### config.mk
export PLATFORM = sky130hd
export DESIGN_NAME = mips_fetch_stage
export DESIGN_NICKNAME = d
export VERILOG_FILES = /design/src/rtl/mips_fetch_stage.sv
export SDC_FILE = /design/constraint.sdc
export NUM_CORES = 1
export LEC_CHECK = 0
export BUFFER_PORTS_ARGS = -buffer_cell sky130_fd_sc_hd__buf_2
export CAP_MARGIN = 20
export CORE_UTILIZATION = 54
export CTS_CLUSTER_DIAMETER = 120
export DETAILED_ROUTE_END_ITERATION = 7
export GPL_ROUTABILITY_DRIVEN = 1
export PLACE_DENSITY = 0.92
export SLEW_MARGIN = 10
export SYNTH_ARGS = -nofsm -noshare
export SYNTH_HDL_FRONTEND = slang
export SYNTH_SLANG_ARGS = --single-unit
### constraint.sdc
create_clock -name clk -period 3 [get_ports clk]
set_clock_uncertainty 0.2 [all_clocks]
set_input_delay 0.6 -clock clk [delete_from_list [all_inputs] [get_ports clk]]
set_output_delay 0.6 -clock clk [all_outputs]
set_load 0.03 [all_outputs]
### src/rtl/mips_fetch_stage.sv
// Instruction-fetch stage of the pipelined MIPS core.
//
// Holds the PC, fetches instructions over a req/ack handshake and loads the IF/ID
// pipeline register read by decode. Stall/flush come from the hazard unit, redirects
// from the EX/branch logic.
//
// Ports:
//   clk            clock, all state updates on the rising edge
//   reset          synchronous active-low reset (0 = reset)
//   stall_i        hold IF/ID and PC
//   flush_i        invalidate IF/ID contents (insert a bubble)
//   redirect_i     taken branch/jump, fetch resumes at redirect_pc_i
//   redirect_pc_i  redirect target, bits [1:0] ignored
//   imem_req_o     fetch request, held until acknowledged
//   imem_addr_o    fetch address (current PC)
//   imem_rdata_i   instruction word, valid on an edge with req && ack
//   imem_ack_i     memory completes the transfer (same-cycle ack allowed)
//   ifid_valid_o   IF/ID holds a real instruction
//   ifid_instr_o   IF/ID instruction
//   ifid_pc_o      PC of the IF/ID instruction
//   ifid_pc4_o     ifid_pc_o + 4
module mips_fetch_stage #(
    parameter logic [31:0] PC_RESET = 32'h0000_0000
) (
    input  logic        clk,
    input  logic        reset,
    input  logic        stall_i,
    input  logic        flush_i,
    input  logic        redirect_i,
    input  logic [31:0] redirect_pc_i,
    output logic        imem_req_o,
    output logic [31:0] imem_addr_o,
    input  logic [31:0] imem_rdata_i,
    input  logic        imem_ack_i,
    output logic        ifid_valid_o,
    output logic [31:0] ifid_instr_o,
    output logic [31:0] ifid_pc_o,
    output logic [31:0] ifid_pc4_o
);

    // StDrain: a redirect arrived while a fetch was outstanding; the request cannot be
    // withdrawn, so wait for it, discard the word, then jump to the pending target.
    // StHold: a word arrived during a stall and is parked in the hold buffer.
    typedef enum logic [1:0] {
        StFetch,
        StDrain,
        StHold
    } state_e;

    state_e      state_q, state_d;
    logic [31:0] pc_q, pc_d;
    logic [31:0] redir_pc_q, redir_pc_d;
    logic [31:0] hold_instr_q, hold_instr_d;

    logic        ifid_valid_q, ifid_valid_d;
    logic [31:0] ifid_instr_q, ifid_instr_d;
    logic [31:0] ifid_pc_q, ifid_pc_d;
    logic [31:0] ifid_pc4_q, ifid_pc4_d;

    logic        transfer;
    logic        deliver;
    logic [31:0] deliver_instr;
    logic [31:0] target;
    logic [31:0] pc_plus4;

    assign target   = {redirect_pc_i[31:2], 2'b00};
    assign pc_plus4 = pc_q + 32'd4;

    // The request is tied to the state register only, so it stays stable until acked.
    assign imem_req_o  = reset && (state_q == StFetch || state_q == StDrain);
    assign imem_addr_o = pc_q;
    assign transfer    = imem_req_o && imem_ack_i;

    // Fetch sequencing
    always_comb begin
        state_d       = state_q;
        pc_d          = pc_q;
        redir_pc_d    = redir_pc_q;
        hold_instr_d  = hold_instr_q;
        deliver       = 1'b0;
        deliver_instr = imem_rdata_i;

        case (state_q)
            StFetch: begin
                if (transfer) begin
                    if (redirect_i) begin
                        pc_d = target;
                    end else if (stall_i) begin
                        hold_instr_d = imem_rdata_i;
                        state_d      = StHold;
                    end else begin
                        deliver = 1'b1;
                        pc_d    = pc_plus4;
                    end
                end else if (redirect_i) begin
                    redir_pc_d = target;
                    state_d    = StDrain;
                end
            end
            StDrain: begin
                if (redirect_i) begin
                    redir_pc_d = target;
                end
                if (transfer) begin
                    pc_d    = redirect_i ? target : redir_pc_q;
                    state_d = StFetch;
                end
            end
            StHold: begin
                if (redirect_i) begin
                    pc_d    = target;
                    state_d = StFetch;
                end else if (!stall_i) begin
                    deliver       = 1'b1;
                    deliver_instr = hold_instr_q;
                    pc_d          = pc_plus4;
                    state_d       = StFetch;
                end
            end
            default: begin
                state_d = StFetch;
            end
        endcase
    end

    // IF/ID register: flush beats stall beats delivery; otherwise a bubble.
    always_comb begin
        ifid_valid_d = ifid_valid_q;
        ifid_instr_d = ifid_instr_q;
        ifid_pc_d    = ifid_pc_q;
        ifid_pc4_d   = ifid_pc4_q;

        if (flush_i) begin
            ifid_valid_d = 1'b0;
        end else if (stall_i) begin
            ifid_valid_d = ifid_valid_q;
        end else if (deliver) begin
            ifid_valid_d = 1'b1;
            ifid_instr_d = deliver_instr;
            ifid_pc_d    = pc_q;
            ifid_pc4_d   = pc_plus4;
        end else begin
            ifid_valid_d = 1'b0;
        end
    end

    always_ff @(posedge clk) begin
        if (!reset) begin
            state_q      <= StFetch;
            pc_q         <= PC_RESET;
            redir_pc_q   <= 32'd0;
            hold_instr_q <= 32'd0;
            ifid_valid_q <= 1'b0;
            ifid_instr_q <= 32'd0;
            ifid_pc_q    <= 32'd0;
            ifid_pc4_q   <= 32'd0;
        end else begin
            state_q      <= state_d;
            pc_q         <= pc_d;
            redir_pc_q   <= redir_pc_d;
            hold_instr_q <= hold_instr_d;
            ifid_valid_q <= ifid_valid_d;
            ifid_instr_q <= ifid_instr_d;
            ifid_pc_q    <= ifid_pc_d;
            ifid_pc4_q   <= ifid_pc4_d;
        end
    end

    assign ifid_valid_o = ifid_valid_q;
    assign ifid_instr_o = ifid_instr_q;
    assign ifid_pc_o    = ifid_pc_q;
    assign ifid_pc4_o   = ifid_pc4_q;

endmodule
After elaboration in Yosys (flattened, before gate mapping)
Index checks and enable logic that the tools add are counted.
{ "classes": {"n_addsub": 1, "multipliers": 0, "n_div": 0, "magnitude_cmp": 0, "n_eq_ne": 9, "shift": 0, "n_mux": 23, "bitwise_logic": 4, "n_reduce_logical": 12} }
{ "ops": {"columns": ["op", "count"], "rows": [
  ["32-bit 2-to-1 mux", 8],
  ["32-bit one-hot mux with 3 select lines", 1],
  ["32-bit one-hot mux with 2 select lines", 1],
  ["32-bit by 3-bit adder with 32-bit output, second input constant", 1],
  ["2-bit 2-to-1 mux", 7],
  ["3-bit inequality test, second input constant", 4],
  ["2-bit inequality test, second input constant", 3],
  ["2-bit one-hot mux with 3 select lines", 1],
  ["3-bit AND reduction", 2],
  ["5-bit AND reduction", 1],
  ["1-bit 2-to-1 mux", 4],
  ["1-bit NOT", 4],
  ["4-bit AND reduction", 1],
  ["3-bit nonzero test", 1],
  ["2-bit by 1-bit equality test with 1-bit output, second input constant", 1],
  ["2-bit equality test, second input constant", 1],
  ["1-bit logical AND", 2],
  ["2-bit zero test", 1],
  ["1-bit one-hot mux with 2 select lines", 1],
  ["2-bit AND reduction", 1],
  ["2-bit nonzero test", 1],
  ["2-bit OR reduction", 1],
  ["1-bit logical OR", 1]
]} }
{ "totals": {"reg_bits": 195, "latch_bits": 0, "mem_bits_rw": 0, "mem_bits_ro": 0, "output_inout_bits": 130, "elab_cells": 57, "memories": 0} }

Longest topological paths before layout
{ "depth": {"word_depth": 7, "mapped_depth": 8} }

Worst setup path before layout
No wires, ideal clock.
{ "synth_path": {"kind": "register to register", "from": "reg pc_q[2] (netlist: imem_addr_o[2])", "to": "reg pc_q[26] (netlist: imem_addr_o[26])", "arrival_ns": 2.181, "required_time_ns": 2.680, "setup_slack_ns": 0.500, "stages_incl_launch_ff": 6, "n_path_buf": 0, "period_less_slack_ns": 2.500, "cell_sequence": "dfxtp_1 > ha_1 > nand4_1 > or4_4 > and3_1 > o31a_1"} }
{ "synth_between": {"elab_chain_len": 5} }
{ "synth_rtl": {"columns": ["element", "line", "source"], "rows": [
  ["from (decl)", "51", "logic [31:0] pc_q, pc_d;"],
  ["from (signal assigned)", "159", "pc_q <= pc_d;"],
  ["32-bit by 3-bit adder with 32-bit output (*)", "67", "assign pc_plus4 = pc_q + 32'd4;"],
  ["32-bit 2-to-1 mux (*)", "88, 113", null],
  ["32-bit 2-to-1 mux (*)", "86", "if (redirect_i) begin"],
  ["32-bit 2-to-1 mux", "85", "if (transfer) begin"],
  ["32-bit one-hot mux with 3 select lines (*)", "83", "case (state_q)"]
]} }
Every way passes the cells marked *; elsewhere a longest branch is shown, timed or not. The select of a mux whose other input is x is not followed.
A chain may end at the register's enable or synchronous reset.

Final worst setup path
{ "layout_path": {"from": "reg pc_q[4] (netlist: imem_addr_o[4])", "to": "reg pc_q[31] (netlist: imem_addr_o[31])"} }
The elaborated chain is that of the path after synthesis.

==> metrics <==
status finished clean; Leakage 3.961 nW; Setup Crit Path Kind flop to flop; largest net degree at the start of global routing 157; RePlAce Congestion 0.8575; CP Max Fanout 10; Register Area 3864 um2; worst vdd ir 0.4754 mV; initial drt markers 719; CTS tree yes; Routed WL per cell 16.21 um; Max-cap violations 0; post-route cell area 10,220 um2; slowest library cell on the worst path dfxtp_1; die span in y 128.1 um; Setup-failing EPs final 0; row cnt 45; antenna viol nets, final 0; xor/xnor cell area share of the yosys netlist 2.755%; startpoint type of the worst setup path flop; Post-CTS Setup Inserts 0; # diodes 0; Final Max Slew Viols 0; simple logic cell fraction of the synthesized area a little over a fifth; Int Pwr 4.022 mW; first-pass GRT wire length 36,940 um; initial antenna violation count 0; Period minus WS final 2.495 ns; main combinational cell family by area after synthesis simple AND/OR/NAND/NOR gates; CP max stage delay a little under 0.6 ns; power density over the cells between 500 and 600 nW/um2; gr busiest metal met2; Initial Util 55.84%; post-synthesis mux area share between 4 and 5%; Layout area overhead 19.11%; Clk pin slew, worst setup/hold paths roughly 0.08 ns; sequential area share after synthesis 45.01%; sw power 1.555 mW; Syn Area/Cell 8.044 um2; post-synthesis adder-cell area fraction 0.1458%; vias in the first global route 7,577; number of synthesized flops with an enable pin 0; Nets around 1,300; Worst Max-Slew Pin Slew 0.8173 ns; number of fill cells 1,234; share of cells above drive strength 1 22.39%; Die W 128.1 um; dpl hpwl 15,490 um; Synth Warn # 0; Critical path buffers and inverters 0; CTS resizes 0; Compound-Gate Fraction of Synth Area about a fifth; Multi-input gate area between 4000 and 5000 um2; Port-buffer cells ~200; Logic pwr share 10.4%; TNS Setup 0 ns; cell count after synthesis between 1,000 and 1,500; Congestion Overflow GR 0; endpoints failing hold 0; crit-path cells nand3_4, nor4_4, nand4_1, or4_1, a31oi_1; Post-synth top flop dfxtp_1; Global Route Usage Sum 28.34%; cts hold-fix bufs 0; DR vias 8,363; H-tree depth 4; M1 GR Usage between 30% and 40%; die area approximately 16,000 um2; met3 GRT Util just over 6%; Synthesized Nets 1,138; io pins 200; vias per inst between 5 and 6; met2 Use GR 46.39%; critical path capture point type flop; Num CTS Buffers 17; Longest Clk Path Bufs 2; required time worst endpoint 3.16 ns; Post-Syn Area approximately 8600 um2; worst min path class input port to flop; Largest delay share family, worst path simple AND/OR/NAND/NOR gates; Critical Path AT around 2.7 ns; first-pass iteration count of the detailed router 5; core box area about 15,000 um2; synthesized flop and latch total 193; RSZ-0062 raised after global routing no; max_slew headroom 45.51%; register share of total power 48.5%; cell area after placement 9629 um2; Routed Wire Length 23,330 um; root buffer cell clkbuf_16; Sw Ratio 27.88%; worst skew pair latency 0.44 ns; ys async rst share 0%; post-synthesis cell type count 56; Final Cycle Share 83.17%; residual DRC count 0; clk sinks 193; Clk pwr share 41.1%; Max Freq 0.4008 GHz; hold slack roughly 0.19 ns
-- per-layer routing --
layer | routed length [um] | up-vias
met5 | 0 | -
met4 | 695 | 0
met3 | 1893 | 53
met2 | 10990 | 396
met1 | 9757 | 3908
li1 | - | 4006
-- cell type report --
type / count / area share [%]
clock inverters: 15 / 1.652
flip-flops and latches: 193 / 37.79
inverters: 5 / 0.2081
well taps: 211 / 2.582
clock buffers: 17 / 4.161
multi-input cells: 770 / 41.19
repair buffers: 228 / 12.41
-- registers in the layout (all words and copies together), names as in the netlist --
register	count
ifid_instr_o	32
ifid_valid_o	1
redir_pc_q	32
imem_addr_o	32
ifid_pc_o	32
ifid_pc4_o	30
state_q	2
hold_instr_q	32
-- cell usage after synthesis (6+ instances only) --
cell      instances  area (um2)
a211oi_1         44       330.3
a21oi_1         153       765.7
a31oi_1           7       43.79
and3_1           11       68.82
and4_1            6       52.55
buf_2            25       125.1
buf_4             7       52.55
buf_6             7       78.83
clkbuf_1         52       195.2
dfxtp_1         193        3864
mux2i_1          35       350.3
nand2_1         244       915.9
nand3_1          14       70.07
nand4_1          13       81.33
nor2_1           65       244.0
nor3_1           14       70.07
nor3b_1          16       120.1
nor4_1            8       50.05
o21a_1            6       45.04
o21ai_0          47       235.2
o22ai_1          11       68.82
o31a_1            9       78.83
xnor2_1          13       113.9
xor2_1           14       122.6
-- worst paths after layout --
path                          startpoint                            end  slack, ns  cells past startpoint
max reg2reg  imem_addr_o[4]$_SDFFE_PN0P_   imem_addr_o[31]$_SDFFE_PN0P_       0.50                      5
max          imem_addr_o[4]$_SDFFE_PN0P_   imem_addr_o[31]$_SDFFE_PN0P_       0.50                      5
min                     imem_rdata_i[21]  hold_instr_q[21]$_SDFFE_PN0P_       0.19                      3
min reg2reg   ifid_pc_o[14]$_SDFFE_PN0P_     ifid_pc_o[14]$_SDFFE_PN0P_       0.25                      2
-- kinds of logic after synthesis --
| family | Yosys count |
|---|---|
| AOI/OAI and AO/OA | 293 |
| xor gates and xnor gates | 27 |
| adders and majority gates | 1 |
| buffers and inverters | 104 |
| DFF | 193 |
| muxes | 36 |
| and+or+nand+nor | 413 |
-- placed cells by master, fill, tap and decap left out, types with 3 or more instances in the layout --
master | Yosys | routed
buf_12 | 0 | 4
nor4_1 | 8 | 8
inv_8 | 0 | 4
mux2i_1 | 35 | 35
o21ai_0 | 47 | 47
inv_1 | 5 | 4
nand3_1 | 14 | 14
xor2_1 | 14 | 14
clkinv_4 | 0 | 4
or4_1 | 3 | 3
dfxtp_1 | 193 | 193
o31a_1 | 9 | 9
nand2_1 | 244 | 244
a31oi_1 | 7 | 7
inv_6 | 0 | 4
clkbuf_16 | 0 | 17
nor3_1 | 14 | 14
buf_4 | 7 | 27
and4_1 | 6 | 6
nand4_1 | 13 | 13
buf_2 | 25 | 197
a221o_1 | 4 | 4
a21oi_1 | 153 | 153
o21a_1 | 6 | 6
o22ai_1 | 11 | 11
a211oi_1 | 44 | 44
nor3b_1 | 16 | 16
nand2b_1 | 3 | 3
nor2_1 | 65 | 65
xnor2_1 | 13 | 13
and3_1 | 11 | 11
-- worst register-to-register path, delay by kind of cell, from the launching register on --
family	cells	cell delay (ns)
compound gates	1	0.17
simple gates	4	1.46
flops	1	0.59
-- power by group through the flow --
stage / clock network (mW) / logic (mW) / registers (mW)
after global routing: 2.42 / 0.624 / 2.72
after CTS: 2.31 / 0.573 / 2.70
after global placement: 0 / 0.556 / 2.76
after detailed placement: 0 / 0.569 / 2.76
final: 2.29 / 0.579 / 2.71
after floorplan: 0 / 0.310 / 2.82
-- metrics by stage --
stage          setup slack (ns)  util [%]  instances  power (mW)
5_1_grt                  0.4143     66.51       1439       5.763
3_5_place_dp             0.3831     62.65       1407       3.332
6_report                 0.5049     66.51       1439       5.577
2_1_floorplan            0.4997         -       1067       3.133
4_1_cts                  0.5427     66.51       1439       5.584
3_3_place_gp             0.3924     62.65       1407       3.315
Power figures use the tool's default switching activity.
